==> config.mk <==
export PLATFORM = sky130hd
export DESIGN_NAME = fpf_tsv_encoder
export DESIGN_NICKNAME = d
export VERILOG_FILES = /design/src/rtl/fpf_pkg.sv /design/src/rtl/fpf_decoder.sv /design/src/rtl/fpf_tsv_encoder.sv
export SDC_FILE = /design/constraint.sdc
export NUM_CORES = 1
export LEC_CHECK = 0
export CORE_ASPECT_RATIO = 1.2
export CORE_UTILIZATION = 35
export DETAILED_ROUTE_END_ITERATION = 8
export GPL_TIMING_DRIVEN = 0
export PLACE_DENSITY_LB_ADDON = 0.3
export SKIP_CTS_REPAIR_TIMING = 1
export SLEW_MARGIN = 15
export SYNTH_ARGS = -nofsm -noshare
export SYNTH_HDL_FRONTEND = slang
export SYNTH_SLANG_ARGS = --single-unit
==> constraint.sdc <==
create_clock -name clock -period 4.97 [get_ports clock]
set_clock_uncertainty 0.15 [all_clocks]
set_input_delay 0.994 -clock clock [delete_from_list [all_inputs] [get_ports clock]]
set_output_delay 0.994 -clock clock [all_outputs]
set_load 0.1 [all_outputs]
==> src/rtl/fpf_pkg.sv <==
// Shared definitions for the forbidden-pattern-free (no 010 / 101) TSV code:
// codeword counting helpers and the encoder state enum.
package fpf_pkg;

    typedef enum logic [1:0] {
        IDLE   = 2'd0,
        ENCODE = 2'd1,
        DONE   = 2'd2
    } fpf_state_e;

    // Legal completions of m more bits when the next bit is unconstrained
    // (the last run is already two long, or the prefix is a single bit).
    function automatic int fpf_free(input int m);
        int a;
        int b;
        int t;
        a = 1;
        b = 2;
        for (int i = 0; i < 32; i++) begin
            if (i < m) begin
                t = a + b;
                a = b;
                b = t;
            end
        end
        return a;
    endfunction

    function automatic int fpf_ncode(input int w);
        return 2 * fpf_free(w - 1);
    endfunction

    // A prefix ending in two different bits forces the next bit to repeat the last one.
    function automatic int fpf_count(input int rem_len, input logic [1:0] last2,
                                     input logic plen_lt2);
        if (plen_lt2 || (last2[1] == last2[0]))
            return fpf_free(rem_len);
        if (rem_len == 0)
            return 1;
        return fpf_free(rem_len - 1);
    endfunction

endpackage

==> src/rtl/fpf_decoder.sv <==
// Combinational rank decoder: FPF codeword back to its value, plus a legal flag.
module fpf_decoder
    import fpf_pkg::*;
#(
    parameter  int TSV_W  = 4,
    localparam int DATA_W = $clog2(fpf_ncode(TSV_W))
) (
    input  logic [TSV_W-1:0]  code,
    output logic [DATA_W-1:0] value,
    output logic              legal
);

    logic [TSV_W+1:0] pad;

    assign pad = {2'b00, code};

    always_comb begin
        value = '0;
        legal = 1'b1;
        // Every 1 skips over all legal words that carry a 0 in that position.
        for (int i = TSV_W - 1; i >= 0; i--) begin
            if (code[i]) begin
                if (i == TSV_W - 1)
                    value = value + DATA_W'(fpf_count(i, 2'b00, 1'b1));
                else if (!((i <= TSV_W - 3) && (pad[i+2 -: 2] == 2'b01)))
                    value = value + DATA_W'(fpf_count(i, {pad[i+1], 1'b0}, 1'b0));
            end
        end
        for (int i = 0; i <= TSV_W - 3; i++) begin
            if ((pad[i +: 3] == 3'b010) || (pad[i +: 3] == 3'b101))
                legal = 1'b0;
        end
    end

endmodule

==> src/rtl/fpf_tsv_encoder.sv <==
// Serial FPF encoder: one codeword bit decided per cycle, MSB first, with a
// decode-back self check. in_valid/in_ready and out_valid/out_ready transfer on
// a rising edge where both are high; out_valid/out_tsv hold until taken.
module fpf_tsv_encoder
    import fpf_pkg::*;
#(
    parameter  int TSV_W  = 4,
    localparam int NCODE  = fpf_ncode(TSV_W),
    localparam int DATA_W = $clog2(NCODE)
) (
    input  logic              clock,
    input  logic              reset,
    input  logic              in_valid,
    output logic              in_ready,
    input  logic [DATA_W-1:0] in_data,
    output logic              out_valid,
    input  logic              out_ready,
    output logic [TSV_W-1:0]  out_tsv,
    output logic              range_err,
    output logic              chk_err,
    output logic [15:0]       err_count,
    output fpf_state_e        dbg_state
);

    localparam int              IW      = $clog2(TSV_W);
    localparam logic [IW-1:0]   IDX_TOP = IW'(TSV_W - 1);
    localparam logic [DATA_W:0] NCODE_W = (DATA_W + 1)'(NCODE);

    fpf_state_e        state;
    logic [DATA_W-1:0] rem;
    logic [DATA_W-1:0] ref_val;
    logic [IW-1:0]     idx;
    logic [TSV_W-2:0]  sr;

    logic              in_ok;
    logic [DATA_W-1:0] cnt;
    logic              bit_val;
    logic [TSV_W-1:0]  next_word;
    logic [DATA_W-1:0] dec_value;
    logic              dec_legal;
    logic              chk_fail;
    logic              range_evt;
    logic              chk_evt;
    logic [1:0]        err_inc;
    logic [16:0]       err_sum;

    assign in_ok = {1'b0, in_data} < NCODE_W;

    // Completions if the current bit were 0; zero when a 0 would close a 010.
    always_comb begin
        cnt = '0;
        if (idx == IDX_TOP)
            cnt = DATA_W'(fpf_count(int'(idx), 2'b00, 1'b1));
        else if (!((int'(idx) <= TSV_W - 3) && (sr[1:0] == 2'b01)))
            cnt = DATA_W'(fpf_count(int'(idx), {sr[0], 1'b0}, 1'b0));
    end

    assign bit_val   = rem >= cnt;
    assign next_word = {sr, bit_val};

    fpf_decoder #(.TSV_W(TSV_W)) u_dec (
        .code  (next_word),
        .value (dec_value),
        .legal (dec_legal)
    );

    assign chk_fail  = !dec_legal || (dec_value != ref_val);
    assign range_evt = (state == IDLE) && in_valid && !in_ok;
    assign chk_evt   = (state == ENCODE) && (idx == '0) && chk_fail;
    assign err_inc   = {1'b0, range_evt} + {1'b0, chk_evt};
    assign err_sum   = {1'b0, err_count} + {15'b0, err_inc};
    assign in_ready  = (state == IDLE) && !reset;
    assign dbg_state = state;

    always_ff @(posedge clock or posedge reset) begin
        if (reset) begin
            state     <= IDLE;
            rem       <= '0;
            ref_val   <= '0;
            idx       <= '0;
            sr        <= '0;
            out_valid <= 1'b0;
            out_tsv   <= '0;
            range_err <= 1'b0;
            chk_err   <= 1'b0;
            err_count <= '0;
        end else begin
            range_err <= 1'b0;
            chk_err   <= 1'b0;
            err_count <= err_sum[16] ? 16'hFFFF : err_sum[15:0];
            case (state)
                IDLE: begin
                    if (in_valid) begin
                        if (in_ok) begin
                            rem     <= in_data;
                            ref_val <= in_data;
                            idx     <= IDX_TOP;
                            sr      <= '0;
                            state   <= ENCODE;
                        end else begin
                            range_err <= 1'b1;
                        end
                    end
                end
                ENCODE: begin
                    sr <= next_word[TSV_W-2:0];
                    if (bit_val)
                        rem <= rem - cnt;
                    if (idx == '0) begin
                        out_tsv   <= next_word;
                        out_valid <= 1'b1;
                        chk_err   <= chk_fail;
                        state     <= DONE;
                    end else begin
                        idx <= idx - 1'b1;
                    end
                end
                DONE: begin
                    if (out_ready) begin
                        out_valid <= 1'b0;
                        state     <= IDLE;
                    end
                end
                default: state <= IDLE;
            endcase
        end
    end

endmodule

==> results of run 1 <==
## cells in the mapped netlist (2+ instances only)
master | instances | area share
sky130_fd_sc_hd__nand4_1 | 2 | 0.0055
sky130_fd_sc_hd__a31oi_1 | 5 | 0.014
sky130_fd_sc_hd__nor4_1 | 2 | 0.0055
sky130_fd_sc_hd__mux2i_1 | 3 | 0.013
sky130_fd_sc_hd__nor2_1 | 15 | 0.025
sky130_fd_sc_hd__o21ai_0 | 17 | 0.037
sky130_fd_sc_hd__fa_1 | 2 | 0.017
sky130_fd_sc_hd__o31ai_1 | 2 | 0.0066
sky130_fd_sc_hd__o21a_1 | 2 | 0.0066
sky130_fd_sc_hd__xor2_1 | 8 | 0.031
sky130_fd_sc_hd__nand2_1 | 41 | 0.067
sky130_fd_sc_hd__xnor2_1 | 9 | 0.034
sky130_fd_sc_hd__buf_2 | 3 | 0.0066
sky130_fd_sc_hd__nor2b_1 | 4 | 0.011
sky130_fd_sc_hd__mux2_2 | 3 | 0.015
sky130_fd_sc_hd__dfrtp_1 | 38 | 0.42
sky130_fd_sc_hd__nand2b_1 | 5 | 0.014
sky130_fd_sc_hd__inv_1 | 13 | 0.021
sky130_fd_sc_hd__a21oi_1 | 10 | 0.022
sky130_fd_sc_hd__a21o_1 | 2 | 0.0066
sky130_fd_sc_hd__ha_1 | 16 | 0.087
sky130_fd_sc_hd__nand3_1 | 10 | 0.022
sky130_fd_sc_hd__nor3_1 | 4 | 0.0087
sky130_fd_sc_hd__buf_4 | 2 | 0.0066
## state kept, by name, summed over array words and instances (netlist names)
name       count
chk_err        1
dbg_state      2
err_count     16
idx            2
out_tsv        4
out_valid      1
range_err      1
ref_val        4
rem            4
sr             3
## path summary, 6_finish.rpt
path                            slack [ps]           end  cells past startpoint
min in group asynchronous              810        rem[1]                      2
worst min-delay path                   330    out_tsv[2]                      2
worst min register to register         330    out_tsv[2]                      2
worst max-delay path                   530  err_count[5]                     21
worst max register to register         530  err_count[5]                     21
max in group asynchronous             3440         sr[2]                      3
## per-layer routing
metal	track usage	wire length, µm	vias up
met2	0.247	2340	18
met3	0.0335	107	2
li1	-	-	912
met1	0.206	2290	864
met4	0.0602	42	0
met5	0	0	-
## layout by cell type (no fill, tap or decap), types with 2 or more instances in the layout
cell,synthesis,layout
sky130_fd_sc_hd__nand3_1,10,10
sky130_fd_sc_hd__mux2i_1,3,3
sky130_fd_sc_hd__o21ai_0,17,17
sky130_fd_sc_hd__dfrtp_1,38,38
sky130_fd_sc_hd__nor2b_1,4,4
sky130_fd_sc_hd__ha_1,16,16
sky130_fd_sc_hd__inv_1,13,12
sky130_fd_sc_hd__nor3_1,4,4
sky130_fd_sc_hd__fa_1,2,2
sky130_fd_sc_hd__a21oi_1,10,10
sky130_fd_sc_hd__buf_2,3,3
sky130_fd_sc_hd__xor2_1,8,8
sky130_fd_sc_hd__mux2_2,3,3
sky130_fd_sc_hd__nand2b_1,5,5
sky130_fd_sc_hd__o21a_1,2,2
sky130_fd_sc_hd__clkbuf_8,0,6
sky130_fd_sc_hd__clkdlybuf4s50_1,0,33
sky130_fd_sc_hd__nor4_1,2,2
sky130_fd_sc_hd__nand4_1,2,2
sky130_fd_sc_hd__a21o_1,2,2
sky130_fd_sc_hd__a31oi_1,5,5
sky130_fd_sc_hd__buf_4,2,2
sky130_fd_sc_hd__o31ai_1,2,2
sky130_fd_sc_hd__nand2_1,41,41
sky130_fd_sc_hd__xnor2_1,9,9
sky130_fd_sc_hd__nor2_1,15,15
## layout make-up
cell class / count / area [µm²] / share of cell area
multi-input cells: 184 / 1250 / 0.440
flip-flops and latches: 38 / 951 / 0.333
clock buffers: 6 / 82.6 / 0.0289
well taps: 82 / 103 / 0.0359
plain buffers: 6 / 33.8 / 0.0118
repair buffers: 34 / 350 / 0.123
clock inverters: 1 / 30.0 / 0.0105
inverters: 13 / 48.8 / 0.0171
## critical path, cell delays in order, from the launching register on
cell	delay (ps)
sky130_fd_sc_hd__dfrtp_1	420
sky130_fd_sc_hd__inv_1	120
sky130_fd_sc_hd__ha_1	200
sky130_fd_sc_hd__o21a_1	200
sky130_fd_sc_hd__nor2_1	90
sky130_fd_sc_hd__nor2_1	40
sky130_fd_sc_hd__a21oi_1	120
sky130_fd_sc_hd__ha_1	160
sky130_fd_sc_hd__inv_1	60
sky130_fd_sc_hd__fa_1	410
sky130_fd_sc_hd__a211oi_2	350
sky130_fd_sc_hd__a221oi_1	150
sky130_fd_sc_hd__xnor2_1	150
sky130_fd_sc_hd__a21oi_1	210
sky130_fd_sc_hd__a31oi_1	140
sky130_fd_sc_hd__fa_1	430
sky130_fd_sc_hd__ha_1	240
sky130_fd_sc_hd__inv_1	120
sky130_fd_sc_hd__nor3_4	80
sky130_fd_sc_hd__nand2_1	120
sky130_fd_sc_hd__buf_2	240
sky130_fd_sc_hd__o21ai_0	110
## stage by stage
step / utilization / instance area (µm²)
global route: 0.463 / 2850
global placement: 0.441 / 2720
floorplan: - / 2290
finish: 0.463 / 2850
CTS: 0.463 / 2850
detailed placement: 0.445 / 2740
## kinds of logic (layout without fill, tap and decap cells)
family / after synthesis / in the layout
xor+xnor: 17 / 17
buf+inv: 19 / 60
flops: 38 / 38
mux: 6 / 6
simple gates: 90 / 90
compound gates: 53 / 53
fa+ha+maj: 18 / 18
==> qor_table.md, run 1 <==
| Group | Item | This run |
|---|---|---|
| run status | Status | finished, final reports clean |
| routing | DRC viols | 0 |
| timing | Total of endpoints with negative setup slack in the final report | 0 |
| routing | Routed wire length | 4780 µm |
| global route | Number of antenna violations at the first check in global routing | 0 |
| synth | Adder-cell area share of the yosys netlist | 0.105 |
| clock tree | Number of clock buffers inserted by TritonCTS | 5 |
| placed design | Setup WS pre-CTS | 553 ps |
| floorplan | Initial core utilization | 0.371 |
| clock tree | Clk buf depth | 2 |
| synth | Yosys cell types | 47 |
| timing | Post-Route Setup TNS | 0 ps |
| global route | Maximum number of pins on one net before global-route repair | 31 |
| clock tree | CTS tree | yes |
| placed design | Detailed Place HPWL | 3600 µm |
| critical path | Max FO, Critical Path | 10 |
| synth | Netlist area before placement | 2290 µm² |
| final layout | Post-synthesis to final-layout area growth | 24.7% |
| synth | Post-synthesis instance total | 241 |
| synth | XOR/XNOR Fraction of Synth Area | 0.0651 |
| critical path | Critical path origin | idx[1] |
| floorplan | Number of primary I/O pins | 34 |
| synth | Number of synthesized flops with an enable pin | 0 |
| clock tree | Number of H-tree levels | 2 |
| floorplan | Chip width | 75.8 µm |
| clock tree | Clock sink count | 38 |
| synth | Total of flip-flops plus latches after synthesis | 38 |
| critical path | Worst setup path class | reg2reg |
| floorplan | Die Outline Area | 6870 µm² |
| routing | Violation count after the first detailed-routing iteration | 53 |
| synth | Complex-gate fraction of the synthesized area | 0.156 |
| placed design | Placed Cells incl. Taps | 357 |
| floorplan | Area of the core region | 6170 µm² |
| routing | Remaining antenna violation count after routing | 0 |
| timing | Final cycle utilization of the critical path | 0.894 |
| synth | Portion of the post-synthesis area used by sequential elements | 0.416 |
| timing | Slew at the pin with the worst max-slew slack | 1000 ps |
| clock tree | Clock insertion delay at the later pin of the skew report | 290 ps |
| placed design | Port Buffers | 33 |
| final layout | Fraction of layout cells with a size suffix above 1 | 0.0957 |
| synth | Dominant combinational cell family by area after synthesis | simple AND/OR/NAND/NOR gates |
| routing | Routed wirelength normalized by instance count | 13.1 µm |
| critical path | Worst endpoint data arrival time | 4460 ps |
| clock tree | Clk root buf | sky130_fd_sc_hd__clkbuf_8 |
| floorplan | Y dimension of the die | 90.6 µm |
| critical path | Critical register-to-register path startpoint | idx[1] |
| floorplan | Total number of placement rows | 31 |
| synth | Flip-flop cell with the highest count after synthesis | sky130_fd_sc_hd__dfrtp_1 |
| final layout | Net total in the final layout | 308 |
| global route | Overall overflow remaining after global route | 0 |
| synth | Share of async-settable or async-resettable flops after synthesis | 1.00 |
| critical path | Element type at the critical path start | register |
| clock tree | Clock Pin Slew Worst Setup and Hold Paths | 70 ps |
| timing | Timing-limited maximum frequency | 225 MHz |
| routing | First-pass iteration count of the detailed router | 4 |
| synth | Share of cell area taken by muxes after synthesis | 0.0279 |
| routing | Vias after detailed routing | 1796 |
| run | Max-cap violation count | 0 |
| synth | Post-Syn Nets | 267 |
| timing | RSZ-0062 raised after global routing | false |
| routing | Vias per Instance | 4.93 |
| timing | Worst slew margin relative to its limit | 0.328 |
| placed design | Routability-driven placement congestion ratio | 0.814 |
| timing | Final critical path time including I/O delays and setup | 4440 ps |
| critical path | CP required | 4980 ps |
| critical path | Category of the worst setup path capture point | register |
| hold path | Start point of the worst min-delay path | out_tsv[2] |
| timing | Final number of hold-violating endpoints | 0 |
| final layout | Number of filler cells placed in the layout | 593 |
| synth | Number of synthesis warnings | 0 |
| final layout | Non-filler instance count after layout | 364 |
| synth | Area share of and/or/nand/nor cells after synthesis | 0.195 |
| synth | Mean instance size in the synthesized netlist | 9.50 µm² |
| global route | GRT Overall Usage | 0.157 |
| timing | Final slew viol count | 0 |
| global route | Via count of the first global-routing pass | 1788 |
| hold path | Hold crit path type | reg2reg |
| final layout | Antenna cells | 0 |
| timing | Final WS setup | 525 ps |
| global route | Global-route wire length before repair | 8270 µm |
| timing | Worst hold slack after final layout | 327 ps |
Power of run 1 is not shown: default switching activity piles up to over one toggle a cycle in this logic, so the estimate is an artifact.
==> run 2, diff against run 1 <==
Settings changed: CAP_MARGIN from default to 5, CORE_ASPECT_RATIO 1.2 to 0.7.
==> run 2 against run 1 <==
Compared with the run above:
- flip-flop and latch count is the same
- global-route usage grew 0.75 points
- critical path depth is the same
- wire length grew 7.6%
- first-iteration DRC count grew 110%
- cell count shrank 0.82%
- worst hold slack gained 20 ps
- clock-buffer cell count grew 1
- design area shrank 0.92%
- maximum frequency grew 0.43%
- largest cell class unchanged
==> qor_table.md, run 2 (synthesis gave the netlist of run 1 again) <==
| Group | Item | This run |
|---|---|---|
| run status | Status | finished, final reports clean |
| global route | Via count of the first global-routing pass | 1775 |
| placed design | Routability-driven placement congestion ratio | 0.783 |
| final layout | Post-synthesis to final-layout area growth | 23.6% |
| global route | Global-route wire length before repair | 8770 µm |
| clock tree | Number of clock buffers inserted by TritonCTS | 5 |
| critical path | Worst endpoint data arrival time | 4430 ps |
| global route | Number of antenna violations at the first check in global routing | 0 |
| global route | Maximum number of pins on one net before global-route repair | 34 |
| floorplan | Number of primary I/O pins | 34 |
| placed design | Detailed Place HPWL | 3850 µm |
| timing | Final critical path time including I/O delays and setup | 4430 ps |
| placed design | Setup WS pre-CTS | 530 ps |
| floorplan | Y dimension of the die | 69.7 µm |
| hold path | Hold crit path type | reg2reg |
| clock tree | Clk root buf | sky130_fd_sc_hd__clkbuf_8 |
| critical path | CP max stage delay | 440 ps |
| final layout | Leading cell type in the layout, fill and taps excluded | sky130_fd_sc_hd__nand2_1 |
| final layout | Net total in the final layout | 308 |
| routing | Routed wirelength normalized by instance count | 14.2 µm |
| routing | First-pass iteration count of the detailed router | 4 |
| critical path | Slowest-stage cell, CP | sky130_fd_sc_hd__fa_1 |
| critical path | Critical-path cell list | inv_1 -> ha_1 -> o21a_1 -> nor2_1 -> nor2_1 -> a21oi_1 -> ha_1 -> inv_1 -> fa_1 -> a211oi_2 -> a221oi_1 -> xnor2_1 -> a21oi_1 -> a31oi_1 -> fa_1 -> ha_1 -> inv_1 -> nor3_4 -> nand2_1 -> buf_2 -> o21ai_0 |
| final layout | Top reg by flops | err_count |
| final layout | Most frequent cells in the layout | 41 x sky130_fd_sc_hd__nand2_1, 38 x sky130_fd_sc_hd__dfrtp_1, 33 x sky130_fd_sc_hd__clkdlybuf4s50_1 |
| floorplan | Chip width | 98.6 µm |
| clock tree | Clk buf depth | 2 |
| routing | Violation count after the first detailed-routing iteration | 113 |
| timing | Worst slew margin relative to its limit | 0.339 |
| final layout | Final cell utilization of the core | 0.451 |
| critical path | Top Family by Delay on Critical Path | adder cells |
| clock tree | Clock Pin Slew Worst Setup and Hold Paths | 80 ps |
| final layout | Fraction of layout cells with a size suffix above 1 | 0.0954 |
| routing | Routed wire length | 5140 µm |
| routing | Vias per Instance | 5.11 |
| timing | Post-Route Setup TNS | 0 ps |
| timing | Slew at the pin with the worst max-slew slack | 988 ps |
| routing | Remaining antenna violation count after routing | 0 |
| floorplan | Die Outline Area | 6870 µm² |
| placed design | Port Buffers | 33 |
| routing | DRC viols | 0 |
| timing | RSZ-0062 raised after global routing | false |
| clock tree | CTS tree | yes |
| global route | GRT Overall Usage | 0.164 |
| timing | Timing-limited maximum frequency | 226 MHz |
| critical path | Worst Path Buf+Inv | 4 |
| timing | Final cycle utilization of the critical path | 0.890 |
| run | Max-cap violation count | 0 |
| critical path | Max FO, Critical Path | 10 |
| timing | Final number of hold-violating endpoints | 0 |
| final layout | Largest register FFs | 16 |
| critical path | Worst setup path class | reg2reg |
| critical path | CP required | 4980 ps |
| floorplan | Initial core utilization | 0.365 |
| timing | Final WS setup | 544 ps |
| global route | Overall overflow remaining after global route | 0 |
| routing | Vias after detailed routing | 1846 |
| timing | Final slew viol count | 0 |
| critical path | Element type at the critical path start | register |
| clock tree | Clock insertion delay at the later pin of the skew report | 290 ps |
| timing | Total of endpoints with negative setup slack in the final report | 0 |
| final layout | Antenna cells | 0 |
| critical path | Category of the worst setup path capture point | register |
| clock tree | Number of H-tree levels | 2 |
| floorplan | Total number of placement rows | 24 |
| floorplan | Area of the core region | 6280 µm² |
| final layout | Number of filler cells placed in the layout | 597 |
| clock tree | Clock sink count | 38 |
-- run 2: final cells by class --
class / count / area (µm²) / share of cell area
multi-input cells: 184 / 1250 / 0.444
flip-flops and latches: 38 / 951 / 0.336
repair buffers: 34 / 350 / 0.124
well taps: 78 / 97.6 / 0.0345
clock buffers: 7 / 86.3 / 0.0305
inverters: 13 / 48.8 / 0.0173
plain buffers: 6 / 33.8 / 0.0119
clock inverters: 1 / 5.00 / 0.00177
-- run 2: metal layers --
metal | global-route usage | up-vias | wire (µm)
met1 | 0.251 | 886 | 2710
met2 | 0.229 | 44 | 2170
met4 | 0.0398 | 0 | 36
met5 | 0 | - | 0
li1 | - | 914 | -
met3 | 0.0423 | 2 | 218
-- run 2: worst paths after layout --
path | start | to | slack [ps] | cells after the start
min reg2reg | out_tsv[3] | out_tsv[3] | 350 | 2
min | out_tsv[3] | out_tsv[3] | 350 | 2
min in group asynchronous | reset | dbg_state[1] | 790 | 2
max in group asynchronous | reset | err_count[1] | 3480 | 3
max | idx[1] | err_count[5] | 540 | 21
max reg2reg | idx[1] | err_count[5] | 540 | 21
-- run 2: metrics by stage --
step	hold WS, ps	instance area (µm²)	std cells
final	348	2830	361
after global routing	381	2830	361
after CTS	350	2830	361
after detailed placement	324	2740	353
after global placement	322	2720	352
after floorplan	306	2290	241
-- run 2: worst reg2reg max path: stages, from the launching register on --
cell and delay, ps:
sky130_fd_sc_hd__dfrtp_1 410, sky130_fd_sc_hd__inv_1 130, sky130_fd_sc_hd__ha_1 200, sky130_fd_sc_hd__o21a_1 190, sky130_fd_sc_hd__nor2_1 90, sky130_fd_sc_hd__nor2_1 50
sky130_fd_sc_hd__a21oi_1 140, sky130_fd_sc_hd__ha_1 160, sky130_fd_sc_hd__inv_1 50, sky130_fd_sc_hd__fa_1 420, sky130_fd_sc_hd__a211oi_2 310, sky130_fd_sc_hd__a221oi_1 140
sky130_fd_sc_hd__xnor2_1 150, sky130_fd_sc_hd__a21oi_1 200, sky130_fd_sc_hd__a31oi_1 140, sky130_fd_sc_hd__fa_1 440, sky130_fd_sc_hd__ha_1 250, sky130_fd_sc_hd__inv_1 120
sky130_fd_sc_hd__nor3_4 80, sky130_fd_sc_hd__nand2_1 120, sky130_fd_sc_hd__buf_2 240, sky130_fd_sc_hd__o21ai_0 120
Power of run 2 is left out for the same reason.
==> run 3, diff against run 2 <==
Settings changed: GPL_ROUTABILITY_DRIVEN from default to 1.
==> results of run 3 <==
No change in the layout: final DEF, timing and power equal those of run 2.
Power of run 3 is left out for the same reason.
